===== config.mk =====
export PLATFORM = sky130hd
export DESIGN_NAME = team_08_dino_draw
export DESIGN_NICKNAME = d
export VERILOG_FILES = /design/src/rtl/team_08_dino_draw.sv
export SDC_FILE = /design/constraint.sdc
export NUM_CORES = 1
export LEC_CHECK = 0
export ABC_CLOCK_PERIOD_IN_PS = 5000
export BUFFER_PORTS_ARGS = -buffer_cell sky130_fd_sc_hd__buf_2
export CORE_MARGIN = 2
export CORE_UTILIZATION = 57
export CTS_CLUSTER_SIZE = 28
export DETAILED_ROUTE_END_ITERATION = 8
export PLACE_DENSITY_LB_ADDON = 0.3
export SYNTH_ARGS = -nofsm -noshare
export SYNTH_HDL_FRONTEND = slang
export SYNTH_SLANG_ARGS = --single-unit

===== constraint.sdc =====
create_clock -name clk -period 5 [get_ports clk]
set_input_delay 0 -clock clk [delete_from_list [all_inputs] [get_ports clk]]
set_output_delay 0 -clock clk [all_outputs]
set_load 0.02 [all_outputs]

===== src/rtl/team_08_dino_draw.sv =====
// rtl/team_08_dino_draw.sv - dino sprite erase/redraw engine streaming pixels over a valid/ready port
// Outputs are registered from the next-state values so the first pixel appears one cycle after the request.
module team_08_dino_draw #(
    parameter logic [8:0] DINO_X  = 9'd20,
    parameter int         DINO_W  = 16,
    parameter int         DINO_H  = 16,
    parameter logic [7:0] BASE_Y  = 8'd220,
    parameter logic [7:0] FLOOR_Y = 8'd101
) (
    input  logic       clk,
    input  logic       rst,
    input  logic [7:0] dinoY,
    input  logic       dinoMovement,
    input  logic       pix_ready,
    output logic       pix_valid,
    output logic [8:0] pix_x,
    output logic [7:0] pix_y,
    output logic       pix_on,
    output logic       drawDoneDino
);
    localparam int CW = (DINO_W > 1) ? $clog2(DINO_W) : 1;
    localparam int RW = (DINO_H > 1) ? $clog2(DINO_H) : 1;
    localparam logic [CW-1:0] COL_LAST = CW'(DINO_W - 1);
    localparam logic [RW-1:0] ROW_LAST = RW'(DINO_H - 1);

    typedef enum logic [1:0] {S_IDLE, S_ERASE, S_DRAW, S_DONE} state_t;

    state_t        state_q, state_d;
    logic [CW-1:0] col_q, col_d;
    logic [RW-1:0] row_q, row_d;
    logic [7:0]    new_y_q, new_y_d, last_y_q, last_y_d;
    logic          pix_valid_q, pix_valid_d, pix_on_q, pix_on_d, done_q, done_d;
    logic [8:0]    pix_x_q, pix_x_d;
    logic [7:0]    pix_y_q, pix_y_d, scan_y;
    logic [15:0]   row_bits;
    logic [3:0]    bit_idx;
    logic          xfer, scan_last;

    // MSB of each row is the leftmost pixel
    function automatic logic [15:0] sprite_row(input logic [RW-1:0] r);
        case (4'(r))
            4'd0:  sprite_row = 16'h01FE;
            4'd1:  sprite_row = 16'h037F;
            4'd2:  sprite_row = 16'h03FF;
            4'd3:  sprite_row = 16'h03FF;
            4'd4:  sprite_row = 16'h03E0;
            4'd5:  sprite_row = 16'h03FC;
            4'd6:  sprite_row = 16'h87C0;
            4'd7:  sprite_row = 16'hCFF0;
            4'd8:  sprite_row = 16'hFFD0;
            4'd9:  sprite_row = 16'hFFC0;
            4'd10: sprite_row = 16'h7FC0;
            4'd11: sprite_row = 16'h3F80;
            4'd12: sprite_row = 16'h1F00;
            4'd13: sprite_row = 16'h1980;
            4'd14: sprite_row = 16'h1080;
            4'd15: sprite_row = 16'h18C0;
        endcase
    endfunction

    always_comb begin
        state_d   = state_q;
        col_d     = col_q;
        row_d     = row_q;
        new_y_d   = new_y_q;
        last_y_d  = last_y_q;
        xfer      = pix_valid_q && pix_ready;
        scan_last = (row_q == ROW_LAST) && (col_q == COL_LAST);
        case (state_q)
            S_IDLE: begin
                if (dinoMovement) begin
                    new_y_d = dinoY;
                    row_d   = '0;
                    col_d   = '0;
                    state_d = S_ERASE;
                end
            end
            S_ERASE, S_DRAW: begin
                if (xfer) begin
                    if (col_q == COL_LAST) begin
                        col_d = '0;
                        row_d = (row_q == ROW_LAST) ? '0 : row_q + RW'(1);
                    end else begin
                        col_d = col_q + CW'(1);
                    end
                    if (scan_last) begin
                        if (state_q == S_ERASE) begin
                            state_d = S_DRAW;
                        end else begin
                            state_d  = S_DONE;
                            last_y_d = new_y_q;
                        end
                    end
                end
            end
            S_DONE:  state_d = S_IDLE;
            default: state_d = S_IDLE;
        endcase

        // Derive the pixel from the next counters so a stall recomputes the same value
        row_bits    = sprite_row(row_d);
        bit_idx     = 4'(DINO_W - 1) - 4'(col_d);
        pix_valid_d = (state_d == S_ERASE) || (state_d == S_DRAW);
        scan_y      = (state_d == S_DRAW) ? new_y_d : last_y_d;
        pix_x_d     = pix_valid_d ? DINO_X + 9'(col_d) : 9'd0;
        pix_y_d     = pix_valid_d ? BASE_Y - scan_y + 8'(row_d) : 8'd0;
        pix_on_d    = (state_d == S_DRAW) && row_bits[bit_idx];
        done_d      = (state_d == S_DONE);
    end

    always_ff @(posedge clk) begin
        if (rst) begin
            state_q     <= S_IDLE;
            col_q       <= '0;
            row_q       <= '0;
            new_y_q     <= FLOOR_Y;
            last_y_q    <= FLOOR_Y;
            pix_valid_q <= 1'b0;
            pix_x_q     <= '0;
            pix_y_q     <= '0;
            pix_on_q    <= 1'b0;
            done_q      <= 1'b0;
        end else begin
            state_q     <= state_d;
            col_q       <= col_d;
            row_q       <= row_d;
            new_y_q     <= new_y_d;
            last_y_q    <= last_y_d;
            pix_valid_q <= pix_valid_d;
            pix_x_q     <= pix_x_d;
            pix_y_q     <= pix_y_d;
            pix_on_q    <= pix_on_d;
            done_q      <= done_d;
        end
    end

    assign pix_valid    = pix_valid_q;
    assign pix_x        = pix_x_q;
    assign pix_y        = pix_y_q;
    assign pix_on       = pix_on_q;
    assign drawDoneDino = done_q;
endmodule


== Yosys cells after proc, flatten, opt, wreduce, memory -nomap -nowiden ==
Memory sizes are Yosys's and may differ from the RTL's.
Index checks and enable logic that the tools add are counted.
Word-level totals
  flip-flop bits (word level): 46
  ROM bits: 256
  memories: 1
Operators by class
  add/sub/neg operators: 6
  $lt $le $gt $ge: 1
  equal/unequal tests: 8
  multiplexer cells: 23
  bitwise operators: 1
  reductions and logical operators: 7
Memory list
  (name not given): depth 16, width 16, read ports 1, clocked after memory_dff 0, wr ports 0, RTL line 41  | case (4'(r))
Operators with widths (number)
  8-bit two-way mux: 7
  4-bit two-way mux: 7
  4-bit one-hot mux with 2 select lines: 2
  4-bit by 1-bit adder with 4-bit output, second input constant: 2
  8-bit by 4-bit adder with 8-bit output: 1
  2-bit == test, second input constant: 4
  4-bit == test, second input constant: 2
  8-bit subtractor, first input constant: 1
  5-bit by 4-bit adder with 6-bit output, first input constant: 1
  2-bit two-way mux: 3
  2-bit one-hot mux with 3 select lines: 1
  4-bit by 5-bit < comparator with 1-bit output, second input constant: 1
  1-bit binary-select mux with 4-bit select: 1
  2-bit by 1-bit == test with 1-bit output, second input constant: 2
  2-bit OR reduction: 2
  4-bit subtractor, first input constant: 1
  1-bit logical AND: 3
  2-bit zero test: 1
  1-bit two-way mux: 2
  1-bit logical OR: 1
  1-bit inverter: 1

== Depth between registers and ports, before layout ==
Gate-level depths: netlist (run 1).
  depth after elaboration: 9
  depth in mapped cells: 23
  mapped depth without buffers: 21

== Least setup slack after synthesis (run 1) ==
No wires, ideal clock.
  path type: register -> register
  from: register col_q[0]
  to: register pix_y_q[7], in the netlist pix_y[7]
  data arrival time: 3974 ps
  data required time: 4872 ps
  slack: 899 ps
  cell stages (with the launch flop): 23
  buffers on the path: 2
  clock period less this slack: 4101 ps
  cell sequence: dfxtp_1 > ha_1 > and3_1 > clkbuf_1 > nand2_1 > nor2_1 > nand2_1 > a21o_1 > o21ai_0 > ha_1 > clkbuf_1 > mux2_2 > ha_1 > ha_1 > inv_1 > fa_1 > nor2b_1 > o21ai_0 > nand2b_1 > a21oi_1 > nand2_1 > xnor2_1 > nor2_1
Between the ends
  cells in the longest elaborated chain, start to end: 9
  elaborated cells on any way between the ends: 19
  those cells by class: 2 x add/sub; 3 x eq/ne; 10 x mux; 1 x bitwise; 3 x reduce/logical
RTL lines
  start: declaration: RTL line 29  | logic [CW-1:0] col_q, col_d;
  start signal: assignment: RTL line 125  | col_q <= col_d;
  4-bit == test (*): RTL line 68, 80
  1-bit logical AND: RTL line 68  | scan_last = (row_q == ROW_LAST) && (col_q == COL_LAST);
  2-bit two-way mux: RTL line 86  | if (scan_last) begin
  2-bit two-way mux: RTL line 79  | if (xfer) begin
  2-bit one-hot mux with 3 select lines: RTL line 69  | case (state_q)
  2-bit == test / 2-bit by 1-bit == test with 1-bit output (equally long branches): RTL line 103, 104
  8-bit two-way mux / 1-bit logical OR (equally long branches): RTL line 104, 103
  8-bit subtractor / 1-bit inverter (equally long branches)
  8-bit by 4-bit adder with 8-bit output / 2-bit OR reduction (equally long branches)
  end signal: assignment: RTL line 131  | pix_y_q <= pix_y_d;
  end: declaration: RTL line 34  | logic [7:0] pix_y_q, pix_y_d, scan_y;
Every way passes the cells marked *; elsewhere a longest branch is shown, timed or not.
A chain may end at the register's enable or synchronous reset.

== Final worst setup path (run 1) ==
Same ends and word-level chain as after synthesis.

==> results of run 1 <==
## metal layers
metal  vias to the layer above  share of wire
met4                         0          0.014
met1                       942           0.48
met5                         -              0
li1                       1006              -
met3                         6          0.037
met2                        49           0.47
## logic make-up after synthesis
group | Yosys count | synth area share
fa+ha+maj | 18 | 0.0934
simple gates | 93 | 0.200
mux | 23 | 0.0944
xor+xnor | 5 | 0.0177
compound gates | 54 | 0.179
buf+inv | 32 | 0.0666
other cells | 1 | 0.00151
flops | 43 | 0.347
## report_power, final
part / switching [mW] / leakage (nW) / internal [mW]
sequential: 0.0106 / 0.351 / 0.364
combinational: 0.0787 / 0.868 / 0.0454
clock: 0.118 / 0.0477 / 0.0956
total: 0.207 / 1.27 / 0.505
## final timing paths
kind	end	start	slack, ns
worst min register to register	last_y_q[5]	last_y_q[5]	0.48
worst min-delay path	new_y_q[5]	dinoMovement	0.06
worst max-delay path	pix_y[7]	col_q[0]	0.69
worst max register to register	pix_y[7]	col_q[0]	0.69
## cells in the final DEF (no fill, tap or decap), types with 4 or more instances in the layout
master          n
dfxtp_1        43
nor2_1         31
buf_2          28
mux2i_1        20
ha_1           16
inv_1          14
nand2_1        12
o21ai_0         9
a21oi_1         9
nand2b_1        8
nor2b_1         7
dlygate4sd3_1   7
nand3_1         6
and2_1          5
clkbuf_8        5
nor3_1          4
a21o_1          4
xnor2_1         4
## cells in the mapped netlist (3+ instances only)
cell type   n  share of area
dfxtp_1    43           0.35
nor2_1     31          0.047
mux2i_1    20          0.081
ha_1       16          0.081
inv_1      14          0.021
nand2_1    12          0.018
a21oi_1     9          0.018
o21ai_0     9          0.018
clkbuf_1    8          0.012
nand2b_1    8          0.020
nor2b_1     7          0.018
nand3_1     6          0.012
and2_1      5          0.013
a21o_1      4          0.012
nor3_1      4         0.0081
xnor2_1     4          0.014
a2111oi_2   3          0.018
a211o_1     3          0.011
a22o_2      3          0.012
and3_1      3         0.0076
buf_4       3         0.0091
buf_6       3          0.014
mux2_2      3          0.014
nand3b_1    3         0.0091
## area by class of cell
| type | instances | area (um^2) | share of cell area |
|---|---|---|---|
| Clock inverter | 3 | 15.0 | 0.00548 |
| Sequential cell | 43 | 861 | 0.314 |
| Multi-Input combinational cell | 196 | 1460 | 0.533 |
| Timing Repair Buffer | 35 | 210 | 0.0768 |
| Inverter | 16 | 60.1 | 0.0219 |
| Tap cell | 50 | 62.6 | 0.0229 |
| Clock buffer | 5 | 68.8 | 0.0251 |
## critical path, cell delays in order (launching register included)
cell	delay, ns
dfxtp_1	0.42
ha_1	0.26
and3_1	0.26
nand2_1	0.11
nor2_1	0.25
nand2_1	0.08
a21o_1	0.17
o21ai_0	0.13
ha_1	0.53
mux2_2	0.40
ha_1	0.28
ha_1	0.16
inv_1	0.06
fa_1	0.38
nor2b_1	0.17
o21ai_0	0.09
nand2b_1	0.12
a21oi_1	0.09
nand2_1	0.09
xnor2_1	0.12
nor2_1	0.05
## flip-flops by register name, indices dropped and copies added, names as in the netlist
signal        count
col_q             4
drawDoneDino      1
last_y_q          8
new_y_q           8
pix_on            1
pix_valid         1
pix_x             6
pix_y             8
row_q             4
state_q           2
## what timing repair did
item                                   in CTS  in global routing
endpoints found under the hold margin       7                  0
hold buffers                                7                  0
setup endpoints to repair                   0                  0
## metrics by stage
step                utilization  hold WS (ns)  setup WS [ns]
floorplan                     -         0.149          0.899
global placement          0.632         0.254          0.869
detailed placement        0.632         0.258          0.718
CTS                       0.670        0.0530          0.709
global route              0.670        0.0833          0.343
finish                    0.670        0.0589          0.694
==> results_dict.tcl, run 1 <==
set metrics [dict create \
    nets 326 \
    drt_iter0_drc 182 \
    grt_max_degree 30 \
    busiest_layer "met2" \
    seq_area_frac_synth 0.347 \
    cts_resized 0 \
    viasPerCell 5.76 \
    finalClockSkew_ns 0.00628 \
    portBuffers 28 \
    grt_overflow_total 0 \
    cts_tree "done" \
    run_status "complete, no violations" \
    placedInstanceArea_um2 2580 \
    worst_slew_pin_slew_ns 0.904 \
    die_x_um 69.9 \
    syn_inst 269 \
    core_um2 4090 \
    grt_pass1_wl_um 8210 \
    arrival_ns 4.49 \
    startpoint_type "flip-flop" \
    met2_usage 0.335 \
    totalPowerFinal_mw 0.712 \
    antenna_found_initial 0 \
    ant_nets 0 \
    hold_depth 3 \
    antenna_cells 0 \
    p_per_area_nw_per_um2 260 \
    area_growth_pct 10.4 \
    gp_congestion 0.872 \
    rsz0062_at_grt "no" \
    slew_violations 0 \
    fin_setup_tns_ns 0 \
    finalHoldViolCount 0 \
    cap_violations 0 \
    cts_root_buf "clkbuf_8" \
    yosysWarnings 0 \
    numCtsBuffers 5 \
    grt_util_met1 0.267 \
    p_leak_nw 1.27 \
    die_area_um2 4890 \
    synth_enable_flop_cells 0 \
    rr_worst_depth 20 \
    fp-row-count 23 \
    crit_required_ns 5.19 \
    postCtsSetupRepairBufs 0 \
    clk_latency_ns 0.30 \
    cp_max_fo 12 \
    met3_usage 0.0447 \
    dr_total_vias 2003 \
    clk_pin_slew_ns 0.08 \
    drcViolationCount 0 \
    ys_ff_latch 43 \
    post_layout_nonfiller_instances 348 \
    syn_area_um2 2480 \
    relSlewSlack 0.397 \
    io_pins 32 \
    postSynth.asyncResetShare 0 \
    fillers 348 \
    hp-class "input pin to flip-flop" \
    critPathCaptureType "flip-flop" \
    dp.cells 333 \
    ys.flop_type "dfxtp_1" \
    start_util 0.607 \
    avgSynthCellArea_um2 9.21 \
    wirelength_um 4980 \
    first_pass_iters 5 \
    peakVddDrop_v 0.000279 \
    grt_use_total 0.205 \
    dp_hpwl_um 3590 \
    setup_viol 0 \
    grt_pass1_vias 1855 \
    stdcell_area_um2 2740 \
    die_h_um 69.9 \
    htreeDepth 2 \
    max_freq_mhz 232 \
    drive_above_1_share 0.205 \
    worstSetupPathType "flip-flop to flip-flop" \
    period_needed_ns 4.31 \
    max-clock-path-buffers 2 \
    post-route-period-util 0.861 \
    wl_per_cell_um 14.3 \
    synth_cell_types 63 \
    cts.sink_count 43 \
]
No activity file was read; power rests on OpenSTA's default activity.
==> inputs of run 2 (changes only) <==
--- a/config.mk
+++ b/config.mk
@@ -7,6 +7,7 @@
 export LEC_CHECK = 0
 export ABC_CLOCK_PERIOD_IN_PS = 5000
 export BUFFER_PORTS_ARGS = -buffer_cell sky130_fd_sc_hd__buf_2
+export CORE_ASPECT_RATIO = 0.7
 export CORE_MARGIN = 2
 export CORE_UTILIZATION = 57
 export CTS_CLUSTER_SIZE = 28
==> run 2 against run 1 <==
Wire length up 0.40%. Via count down 2.7%. Sequential share of layout area down 0.54 points. Register-to-register slack worse by 0.04 ns. Critical endpoint unchanged.
==> results_dict.tcl, run 2 (same netlist as run 1, synthesis figures left out) <==
set metrics [dict create \
    crit_required_ns 5.19 \
    slew_violations 0 \
    worstPathCellList "ha_1 -> and3_1 -> nand2_1 -> nor2_1 -> nand2_1 -> a21o_1 -> o21ai_0 -> ha_1 -> mux2_2 -> ha_1 -> ha_1 -> inv_1 -> fa_1 -> nor2b_1 -> o21ai_0 -> nand2b_1 -> a21oi_1 -> nand2_1 -> xnor2_1 -> nor2_1" \
    postCtsHoldBufs 7 \
    clk_pin_slew_ns 0.08 \
    die_h_um 59.2 \
    antenna_found_initial 0 \
    grt_max_degree 30 \
    max_freq_mhz 230 \
    cts_resized 0 \
    rr_worst_depth 20 \
    path_buf_inv 1 \
    hold_depth 3 \
    cts_tree "done" \
    p_int_mw 0.571 \
    portBuffers 28 \
    dp.cells 339 \
    dp_hpwl_um 3580 \
    first_pass_iters 5 \
    post_layout_nonfiller_instances 354 \
    cts.sink_count 43 \
    slowest_delay_ns 0.53 \
    p_per_area_nw_per_um2 280 \
    drive_above_1_share 0.207 \
    postCtsSetupRepairBufs 0 \
    final_cell_mix "dfxtp_1 (43), nor2_1 (31), buf_2 (28)" \
    start_util 0.583 \
    area_growth_pct 12.4 \
    clockPowerShare 0.359 \
    peakVddDrop_v 0.000204 \
    worstSetupPathType "flip-flop to flip-flop" \
    utilization 0.655 \
    rsz0062_at_grt "no" \
    die_x_um 82.8 \
    htreeDepth 2 \
    grt_overflow_total 0 \
    cap_violations 0 \
    rrSetupSlack_ns 0.65 \
    cpMostUsedCell "ha_1" \
    fp-row-count 20 \
    cpLargestDelayFamily "adder cells" \
    finalClockSkew_ns 0.00732 \
    run_status "complete, no violations" \
    r2r-end "pix_y[7]" \
    period_needed_ns 4.35 \
    r2r_start "col_q[0]" \
    clk_latency_ns 0.30 \
    io_pins 32 \
    antenna_cells 0 \
    core_um2 4250 \
    wirelength_um 5000 \
    startpoint "col_q[0]" \
    cts_root_buf "clkbuf_8" \
    fin_setup_tns_ns 0 \
    final_common_cell "dfxtp_1" \
    cp_max_fo 12 \
    drt_iter0_drc 96 \
    switching_share 0.269 \
    numCtsBuffers 5 \
    p_sw_mw 0.210 \
    wl_per_cell_um 14.1 \
    slowest_stage "ha_1" \
    finalHoldViolCount 0 \
    critPathCaptureType "flip-flop" \
    pwr-share-seq 0.478 \
    gp_congestion 0.851 \
    drcViolationCount 0 \
    relSlewSlack 0.609 \
    grt_pass1_wl_um 8250 \
    setup_viol 0 \
    hp-class "input pin to flip-flop" \
    worst_slew_pin_slew_ns 0.587 \
    whs_ns 0.0479 \
    nets 327 \
    dr_total_vias 1948 \
    die_area_um2 4900 \
    fillers 353 \
    max-clock-path-buffers 2 \
    hold_start "dinoMovement" \
    holdPathEnd "new_y_q[5]" \
    grt_use_total 0.212 \
    post-route-period-util 0.869 \
    combPwrFrac 0.162 \
    viasPerCell 5.50 \
    startpoint_type "flip-flop" \
    ant_nets 0 \
    grt_pass1_vias 1791 \
    p_leak_nw 1.28 \
    arrival_ns 4.53 \
]
==> run 2: cell count changes in the layout (fill, tap and decap cells not counted) <==
| cell | before | now |
|---|---|---|
| clkbuf_8 | 5 | 6 |
| bufinv_16 | 0 | 1 |
| buf_4 | 0 | 1 |
| clkinv_2 | 3 | 1 |
==> run 2: final cells by class <==
class                           count  area, um^2  share of cell area
Clock inverter                      2        35.0              0.0126
Multi-Input combinational cell    196        1460               0.524
Inverter                           16        60.1              0.0216
Clock buffer                        6        82.6              0.0296
Timing Repair Buffer               36         218              0.0782
Sequential cell                    43         861               0.309
Tap cell                           55        68.8              0.0247
==> run 2: metal layers <==
metal  wire length [um]  vias to the layer above  global-route usage
met5                  0                        -                   0
met4                 68                        0              0.0749
met3                256                        7              0.0487
met2               2110                       54               0.334
met1               2570                      883               0.289
li1                   -                     1004                   -
==> run 2: metrics by stage <==
stage	power, mW	worst slack [ns]	cell area [um^2]
final	0.781	0.653	2790
after global placement	0.501	0.829	2600
after global routing	0.813	0.305	2790
after floorplan	0.474	0.899	2490
after CTS	0.786	0.666	2790
after detailed placement	0.504	0.707	2600
==> run 2: power by group through the flow <==
stage,logic [mW],clock network (mW),registers [mW]
6_report,0.127,0.281,0.373
5_1_grt,0.139,0.298,0.377
4_1_cts,0.127,0.285,0.373
3_5_place_dp,0.122,0,0.382
3_3_place_gp,0.120,0,0.381
2_1_floorplan,0.0762,0,0.398
==> run 2: worst min-delay path, stage by stage <==
cell and delay (ns):
buf_2 0.09, and3_1 0.14, a211o_1 0.09
==> run 2: worst max-delay path by stage <==
stage,to,slack [ns],cells after the start
after detailed placement,pix_y[7],0.71,20
after global placement,pix_y[7],0.83,20
final,pix_y[7],0.65,20
after floorplan,pix_y[7],0.90,22
after global routing,pix_y[7],0.30,20
after CTS,pix_y[7],0.67,20
